==> src/rtl/pc_unit_if.sv <==
`default_nettype none
// ============================================================================
//  Module : pc_unit_if
//  Brief  : Redirect handshake between the execute stage and the PC unit.
//  Rev    : 1.0
// ============================================================================
interface pc_unit_if #(
  parameter int PC_WIDTH     = 10,
  parameter int OFFSET_WIDTH = 20
);
  logic                    redirect_valid;
  logic                    redirect_ready;
  logic [1:0]              redirect_mode;
  logic [OFFSET_WIDTH-1:0] jump_offset;
  logic [PC_WIDTH-1:0]     base_addr;

  modport master (
    output redirect_valid,
    output redirect_mode,
    output jump_offset,
    output base_addr,
    input  redirect_ready
  );

  modport slave (
    input  redirect_valid,
    input  redirect_mode,
    input  jump_offset,
    input  base_addr,
    output redirect_ready
  );
endinterface
`default_nettype wire

==> src/rtl/pc_unit.sv <==
`default_nettype none
// ============================================================================
//  Module : pc_unit
//  Brief  : RV32 program counter with redirects, return-address stack and
//           misalignment rejection.
//  Rev    : 1.0
// ============================================================================
module pc_unit #(
  parameter int PC_WIDTH     = 10,
  parameter int OFFSET_WIDTH = 20,
  parameter int RESET_ADDR   = 0,
  parameter int RAS_DEPTH    = 4
) (
  input  wire logic                clk,
  input  wire logic                reset,
  input  wire logic                stall,
  pc_unit_if.slave                 redir,
  output logic [PC_WIDTH-1:0]      pc_out,
  output logic                     misaligned_err,
  output logic                     ras_underflow,
  output logic                     ras_empty,
  output logic                     ras_full
);

  localparam int                   c_PTR_W   = (RAS_DEPTH > 1) ? $clog2(RAS_DEPTH) : 1;
  localparam int                   c_CNT_W   = $clog2(RAS_DEPTH + 1);
  localparam logic [c_PTR_W-1:0]   c_PTR_MAX = c_PTR_W'(RAS_DEPTH - 1);
  localparam logic [c_CNT_W-1:0]   c_CNT_MAX = c_CNT_W'(RAS_DEPTH);
  localparam logic [PC_WIDTH-1:0]  c_STEP    = PC_WIDTH'(4);
  localparam logic [1:0]           c_BRANCH  = 2'b00;
  localparam logic [1:0]           c_JUMP    = 2'b01;
  localparam logic [1:0]           c_CALL    = 2'b10;
  localparam logic [1:0]           c_RETURN  = 2'b11;

  logic [PC_WIDTH-1:0] r_pc;
  logic                r_mis;
  logic                r_unf;
  logic [PC_WIDTH-1:0] r_ras [RAS_DEPTH];
  logic [c_PTR_W-1:0]  r_wr_ptr;
  logic [c_CNT_W-1:0]  r_count;

  logic [PC_WIDTH-1:0] w_off;
  logic [PC_WIDTH-1:0] w_seq;
  logic [PC_WIDTH-1:0] w_target;
  logic [c_PTR_W-1:0]  w_top_idx;
  logic [c_PTR_W-1:0]  w_ptr_inc;
  logic                w_accept;
  logic                w_misaligned;
  logic                w_push;
  logic                w_pop;

  generate
    if (OFFSET_WIDTH >= PC_WIDTH) begin : g_off_trunc
      logic w_unused_hi;
      assign w_off       = redir.jump_offset[PC_WIDTH-1:0];
      assign w_unused_hi = ^{1'b0, redir.jump_offset};
    end else begin : g_off_sext
      assign w_off = {{(PC_WIDTH-OFFSET_WIDTH){redir.jump_offset[OFFSET_WIDTH-1]}},
                      redir.jump_offset};
    end
  endgenerate

  assign redir.redirect_ready = ~stall;
  assign w_accept             = redir.redirect_valid & ~stall;
  assign w_seq                = r_pc + c_STEP;
  assign ras_empty            = (r_count == '0);
  assign ras_full             = (r_count == c_CNT_MAX);

  // The write pointer names the next free slot; the top of stack sits just below it.
  assign w_top_idx = (r_wr_ptr == '0)      ? c_PTR_MAX : r_wr_ptr - c_PTR_W'(1);
  assign w_ptr_inc = (r_wr_ptr == c_PTR_MAX) ? '0      : r_wr_ptr + c_PTR_W'(1);

  always_comb begin
    w_target = w_seq;
    case (redir.redirect_mode)
      c_BRANCH: w_target = r_pc + w_off;
      c_JUMP:   w_target = (redir.base_addr + w_off) & ~PC_WIDTH'(1);
      c_CALL:   w_target = r_pc + w_off;
      c_RETURN: w_target = ras_empty ? w_seq : r_ras[w_top_idx];
      default:  w_target = w_seq;
    endcase
  end

  assign w_misaligned = (w_target[1:0] != 2'b00);
  assign w_push       = w_accept & ~w_misaligned & (redir.redirect_mode == c_CALL);
  assign w_pop        = w_accept & (redir.redirect_mode == c_RETURN) & ~ras_empty;

  always_ff @(posedge clk) begin
    if (reset) begin
      r_pc     <= PC_WIDTH'(RESET_ADDR);
      r_count  <= '0;
      r_wr_ptr <= '0;
      r_mis    <= 1'b0;
      r_unf    <= 1'b0;
    end else begin
      r_mis <= 1'b0;
      r_unf <= 1'b0;
      if (!stall) begin
        if (w_accept && w_misaligned) begin
          r_pc  <= w_seq;
          r_mis <= 1'b1;
        end else if (w_accept) begin
          r_pc  <= w_target;
          r_unf <= ras_empty & (redir.redirect_mode == c_RETURN);
        end else begin
          r_pc <= w_seq;
        end

        // A full stack overwrites its oldest slot; the count just saturates.
        if (w_push) begin
          r_ras[r_wr_ptr] <= w_seq;
          r_wr_ptr        <= w_ptr_inc;
          if (r_count != c_CNT_MAX) r_count <= r_count + c_CNT_W'(1);
        end else if (w_pop) begin
          r_wr_ptr <= w_top_idx;
          r_count  <= r_count - c_CNT_W'(1);
        end
      end
    end
  end

  assign pc_out         = r_pc;
  assign misaligned_err = r_mis;
  assign ras_underflow  = r_unf;

endmodule
`default_nettype wire

==> src/flat_wrapper.sv <==
// flat-port wrapper written by rule: the top's interface ports become plain ports
module pc_unit_flat 
#(
  parameter int PC_WIDTH     = 10,
  parameter int OFFSET_WIDTH = 20,
  parameter int RESET_ADDR   = 0,
  parameter int RAS_DEPTH    = 4
)
  (clk, reset, stall, pc_out, misaligned_err, ras_underflow, ras_empty, ras_full, redir_redirect_valid, redir_redirect_mode, redir_jump_offset, redir_base_addr, redir_redirect_ready);
  pc_unit_if #(.PC_WIDTH(PC_WIDTH), .OFFSET_WIDTH(OFFSET_WIDTH)) redir_i ();
  input  wire logic clk;
  input  wire logic reset;
  input  wire logic stall;
  output logic [PC_WIDTH-1:0] pc_out;
  output logic misaligned_err;
  output logic ras_underflow;
  output logic ras_empty;
  output logic ras_full;
  input wire logic [$bits(redir_i.redirect_valid)-1:0] redir_redirect_valid;
  input wire logic [$bits(redir_i.redirect_mode)-1:0] redir_redirect_mode;
  input wire logic [$bits(redir_i.jump_offset)-1:0] redir_jump_offset;
  input wire logic [$bits(redir_i.base_addr)-1:0] redir_base_addr;
  output wire logic [$bits(redir_i.redirect_ready)-1:0] redir_redirect_ready;
  assign redir_i.redirect_valid = redir_redirect_valid;
  assign redir_i.redirect_mode = redir_redirect_mode;
  assign redir_i.jump_offset = redir_jump_offset;
  assign redir_i.base_addr = redir_base_addr;
  assign redir_redirect_ready = redir_i.redirect_ready;
  pc_unit #(.PC_WIDTH(PC_WIDTH), .OFFSET_WIDTH(OFFSET_WIDTH), .RESET_ADDR(RESET_ADDR), .RAS_DEPTH(RAS_DEPTH)) u_core (.clk(clk), .reset(reset), .stall(stall), .redir(redir_i), .pc_out(pc_out), .misaligned_err(misaligned_err), .ras_underflow(ras_underflow), .ras_empty(ras_empty), .ras_full(ras_full));
endmodule
==> config.mk <==
export PLATFORM = sky130hd
export DESIGN_NAME = pc_unit_flat
export DESIGN_NICKNAME = d
export VERILOG_FILES = /design/src/rtl/pc_unit_if.sv /design/src/rtl/pc_unit.sv /design/src/flat_wrapper.sv
export SDC_FILE = /design/constraint.sdc
export NUM_CORES = 1
export LEC_CHECK = 0
export ABC_AREA = 1
export CORE_ASPECT_RATIO = 0.5
export CORE_MARGIN = 4
export CORE_UTILIZATION = 60
export CTS_CLUSTER_SIZE = 28
export DETAILED_ROUTE_END_ITERATION = 16
export GPL_TIMING_DRIVEN = 0
export PLACE_DENSITY = 0.89
export SETUP_SLACK_MARGIN = 0.2
export SLEW_MARGIN = 20
export SYNTH_ARGS = -nofsm -noshare
export SYNTH_HDL_FRONTEND = slang
export SYNTH_SLANG_ARGS = --single-unit
export TNS_END_PERCENT = 100
==> constraint.sdc <==
create_clock -name clk -period 8.8 [get_ports clk]
set_input_delay 1.76 -clock clk [delete_from_list [all_inputs] [get_ports clk]]
set_output_delay 1.76 -clock clk [all_outputs]
set_load 0.01 [all_outputs]
Word level (Yosys, flattened, before mapping)

Memory sizes are Yosys's and may differ from the RTL's.
Cells that the tools add are included.

Memories kept: 1
Output and inout port bits: 15
Memory bits (writable): 40
Bits in registers: 17
Bits in read-only memories: 0
Input port bits: 36
Bits in latches: 0

Bitwise operators: 10
Equality and inequality tests: 7
Reductions and logical operators: 11
Shift-type cells: 0
Multiplexer cells: 16
$mul: 0
Add/subtract/negate cells: 7
Divide/modulo/power cells: 0
Order comparisons: 0

Memory list:

| name         | depth | bits a word | read ports | clocked after memory_dff | write ports | RTL line      | text |
|---|---|---|---|---|---|---|---|
| u_core.r_ras | 4     | 10          | 1          | 0                        | 1           | pc_unit.sv:38 | `logic [PC_WIDTH-1:0] r_ras [RAS_DEPTH];` |

Operator list:

| cell                                                               | number |
|---|---|
| 10-bit two-way mux                                                 | 3 |
| 10-bit one-hot mux with 3 select lines                             | 1 |
| 10-bit adder                                                       | 2 |
| 10-bit by 3-bit adder with 10-bit output, second input constant    | 1 |
| 3-bit two-way mux                                                  | 3 |
| 2-bit two-way mux                                                  | 4 |
| 1-bit AND                                                          | 6 |
| 2-bit == test, second input constant                               | 3 |
| 1-bit two-way mux                                                  | 5 |
| 2-bit logical NOT                                                  | 2 |
| 1-bit inverter                                                     | 4 |
| 2-bit nonzero test                                                 | 2 |
| 2-bit OR reduction                                                 | 2 |
| 4-bit OR reduction                                                 | 1 |
| 3-bit by 1-bit adder with 3-bit output, second input constant      | 1 |
| 3-bit == test, second input constant                               | 1 |
| 3-bit logical NOT                                                  | 1 |
| 3-bit != test, second input constant                               | 1 |
| 3-bit AND reduction                                                | 1 |
| 3-bit by 1-bit subtractor with 3-bit output, second input constant | 1 |
| 2-bit by 1-bit adder with 2-bit output, second input constant      | 1 |
| 2-bit by 1-bit == test with 1-bit output, second input constant    | 1 |
| 2-bit != test, second input constant                               | 1 |
| 2-bit AND reduction                                                | 1 |
| other kinds (2)                                                    | 2 |

Logic depth before layout (Yosys ltp)

An unclocked memory read counts as a cell.

Depth in word-level cells: 13
Gate-level depth with buffers: 18

Least setup slack after synthesis

Ideal clock, no wire load.

Path kind: input -> register
Start: input redir_jump_offset[0]
End: memory u_core.r_ras[1][0], enable pin
Data required time: 8.424 ns
Slack: 4.824 ns
Path buffers: 0
Cell stages on the path: 11
Library setup time: 0.376 ns
Data arrival time: 3.600 ns
Cell sequence: ha_1 -> inv_1 -> fa_1 -> inv_1 -> o21ai_0 -> nand2_1 -> inv_2 -> nand4_4 -> inv_2 -> nand2_1 -> nor2_1

Longest elaborated chain between the ends: 10
Elaborated cells between the ends (all ways): 11

RTL lines:

| what                                        | RTL line                                    | text |
|---|---|---|
| start: declaration                          | flat_wrapper.sv:21                          | `input wire logic [$bits(redir_i.jump_offset)-1:0] redir_jump_offset;` |
| 10-bit adder (on tied branches)             | pc_unit.sv:76, pc_unit.sv:78, pc_unit.sv:77 |  |
| 10-bit one-hot mux with 3 select lines (*)  | pc_unit.sv:75                               | `case (redir.redirect_mode)` |
| 2-bit nonzero test (*)                      | pc_unit.sv:84                               | `assign w_misaligned = (w_target[1:0] != 2'b00);` |
| 1-bit inverter (*)                          | pc_unit.sv:85                               | `assign w_push = w_accept & ~w_misaligned & (redir.redirect_mode == c_CALL);` |
| 1-bit AND (*) (2 in series)                 | pc_unit.sv:85                               |  |
| 1-bit two-way mux (*)                       | pc_unit.sv:110                              | `if (w_push) begin` |
| 1-bit two-way mux (*)                       | pc_unit.sv:98                               | `if (!stall) begin` |
| 1-bit two-way mux (*)                       | pc_unit.sv:89                               | `if (reset) begin` |
| 1-bit two-way mux (not written as such) (*) | pc_unit.sv:111                              | `r_ras[r_wr_ptr] <= w_seq;` |
| end: declaration                            | pc_unit.sv:38                               |  |

Mark *: on every way between the ends. The rest lies on a longest branch, timed or not.

Final worst setup path

Start: input redir_jump_offset[0]
End: memory u_core.r_ras[3][1], enable pin

The elaborated chain is that of the path after synthesis.

==> impl_metrics.yaml <==
logic_synthesis:
  synth.top_cell.area_share_pct: 32.7
  synth_area_per_cell_um2: 8.25
  yosysTopAreaCell: "edfxtp_1"
  syn_area_um2: 3670
  netlist_top_cells_area: "edfxtp_1 (33%), nand2_1 (9.6%), dfxtp_1 (9.3%)"
  synth_cell_types: 37
  synth_edf_count: 40
  async_flop_share_pct: 0
  synth.most_common_cell: "nand2_1"
  yosysSeqAreaShare_pct: 42.0
  ys_top_cells_by_count: "nand2_1 (94), inv_1 (49), edfxtp_1 (40), nor2_1 (39), a21oi_1 (32)"
  ys_ff_latch: 57
  syn_nets: 506
  synth_warnings: 0
  postSynthCellCount: 445
  ys.flop_type: "edfxtp_1"
power:
  ir_worst_vdd_mv: 0.112
  power.density_nw_per_um2: 164
  p_leak_nw: 1.88
  p_switching_mw: 0.194
  p_sw_share_pct: 26.8
  intPower_mw: 0.528
  pwr-share-comb_pct: 16.9
  clockPowerShare_pct: 41.8
  seqPwrFrac_pct: 41.3
worst_setup_path:
  arrival_ns: 4.77
  cp_data_required_time_ns: 8.74
  startpoint: "redir_jump_offset[0]"
  crit_type: "input pin to flip-flop"
  end_kind: "flip-flop"
  r2r-start: "u_core.pc_out[0]"
  crit_path_start_kind: "input pin"
  cp_max_fo: 10
floorplan:
  start_util_pct: 64.3
  fp.dieH_um: 63.3
  num_io_pins: 51
  die_area_um2: 7510
  coreArea_um2: 5710
  rows: 19
  fp.dieW_um: 119
finish:
  area_growth_pct: 19.8
  design_area_um2: 4400
  layout-drive-gt1-share_pct: 11.0
  antennaDiodeCount: 0
  finalNonFillerCells: 572
  fin_nets: 555
  fillers: 356
sta:
  period_needed_ns: 4.83
  timing.slew.headroom_pct: 33.2
  period_share_pct: 54.9
  setup_viol: 0
  hold_slack_ns: 0.512
  rsz0062_at_grt: "false"
  slew_violations: 0
  hold_viol: 0
  worstMarginPinSlew_ns: 0.999
  final.setup.tns_ns: 0
  max_freq_mhz: 207
  finalClockSkew_ns: 0.00664
route:
  routed-via-count: 3276
  drt_wl_total_mm: 9.30
  wl_per_cell_um: 16.3
  drt.antenna.violating_nets: 0
  avgViaCountPerCell: 5.73
  drt-initial-drc-count: 363
  dr.pass1.iters: 5
  drc_errors: 0
clock_tree:
  cts_tree: "built"
  cts_hold_buf: 0
  cts_buffer_depth: 2
  clk_pin_slew_ns: 0.05
  cts-buffers-inserted: 9
  cts_root_buf: "clkbuf_16"
  clock-sinks: 57
  cts.repair.resized: 0
  clkLatencyLatePin_ns: 0.33
  htreeDepth: 3
  cts_setup_buffers: 0
global_routing:
  met2_usage_pct: 44.9
  grt_max_degree: 11
  grt_use_total_pct: 25.9
  grt_pass1_wl_mm: 15.3
  grt_overflow: 0
  met3_usage_pct: 6.70
  antenna_found_initial: 0
  grt_pass1_vias: 3290
  grt_use_met1_pct: 30.5
  busiest_layer: "met2"
outcome:
  outcome: "complete, no violations"
placement:
  dp_hpwl_mm: 6.74
  gp_congestion: 0.941
  port_buffers: 38
  placed_cells: 556
  place_area_um2: 4140
worst_hold_path:
  min_from: "u_core.r_count[1]"
  holdCritPathClass: "flip-flop to flip-flop"
run:
  cap_violations: 0
-- routing by layer --
metal	vias to the layer above	share of wire [%]
li1	1587	-
met1	1484	41
met2	185	47
met3	20	9.7
met4	0	2.1
met5	-	0
-- cell usage in the layout (no fill, tap or decap), types with 4 or more instances in the layout --
master / n
o21ai_0: 16
o21ai_1: 14
clkbuf_1: 5
inv_1: 49
nand2_4: 4
nand2_1: 94
nor2_1: 39
nand3_1: 29
clkdlybuf4s50_1: 38
a21oi_1: 32
clkbuf_16: 9
edfxtp_1: 40
inv_2: 14
buf_4: 4
o211ai_1: 10
clkinv_2: 4
dfxtp_1: 17
or2_2: 8
nand4_1: 5
xor2_1: 12
ha_1: 22
-- logic make-up after synthesis --
| kind of cell | count (synthesis) | synth area share, % |
|---|---|---|
| flops | 57 | 42.0 |
| compound gates | 82 | 12.5 |
| fa+ha+maj | 25 | 9.13 |
| simple gates | 196 | 25.2 |
| buf+inv | 72 | 8.01 |
| xor+xnor | 13 | 3.10 |
-- power groups by stage --
| stage | Sequential, mW | Combinational [mW] | Clock (mW) |
|---|---|---|---|
| after floorplan | 0.303 | 0.0779 | 0 |
| after global placement | 0.303 | 0.115 | 0 |
| after detailed placement | 0.303 | 0.119 | 0 |
| after CTS | 0.298 | 0.120 | 0.299 |
| after global routing | 0.299 | 0.136 | 0.313 |
| final | 0.298 | 0.122 | 0.301 |
-- critical path, stage by stage --
cell             delay [ns]
clkdlybuf4s50_1        0.52
ha_1                   0.26
inv_1                  0.09
fa_1                   0.50
inv_1                  0.05
o21ai_0                0.14
nand2_1                0.11
inv_2                  0.12
nand4_4                0.19
inv_2                  0.13
nand2_1                0.12
nor2_1                 0.79
-- final timing paths --
check	slack [ns]	depth (start not counted)	to
worst min-delay path	0.51	2	u_core.r_count[1]
worst min register to register	0.51	2	u_core.r_count[1]
worst max-delay path	3.97	12	u_core.r_ras[3][1]
worst max register to register	5.32	11	u_core.r_ras[3][1]
-- metrics by stage --
stage                     total power, mW  setup slack (ns)  utilization [%]
after floorplan                     0.380              4.82                -
after global placement              0.418              3.77             72.6
after detailed placement            0.421              3.64             72.6
after CTS                           0.717              4.01             77.1
after global routing                0.747              3.81             77.1
final                               0.721              3.97             77.1
-- sequential cells by signal (all words and copies together), names as in the netlist --
signal and flops:
u_core.r_count 3, u_core.ras_underflow 1, u_core.r_ras 40, u_core.misaligned_err 1, u_core.r_wr_ptr 2, u_core.pc_out 10
-- final cells by class --
| cell class | instances | area [um^2] | area share, % |
|---|---|---|---|
| repair buffers | 38 | 380 | 8.65 |
| flip-flops and latches | 57 | 1540 | 35.0 |
| plain buffers | 9 | 57.6 | 1.31 |
| inverters | 63 | 236 | 5.38 |
| well taps | 73 | 91.3 | 2.08 |
| clock buffers | 11 | 233 | 5.29 |
| multi-input cells | 316 | 1840 | 41.7 |
| clock inverters | 5 | 23.8 | 0.540 |
No activity file was read; power rests on OpenSTA's default activity.
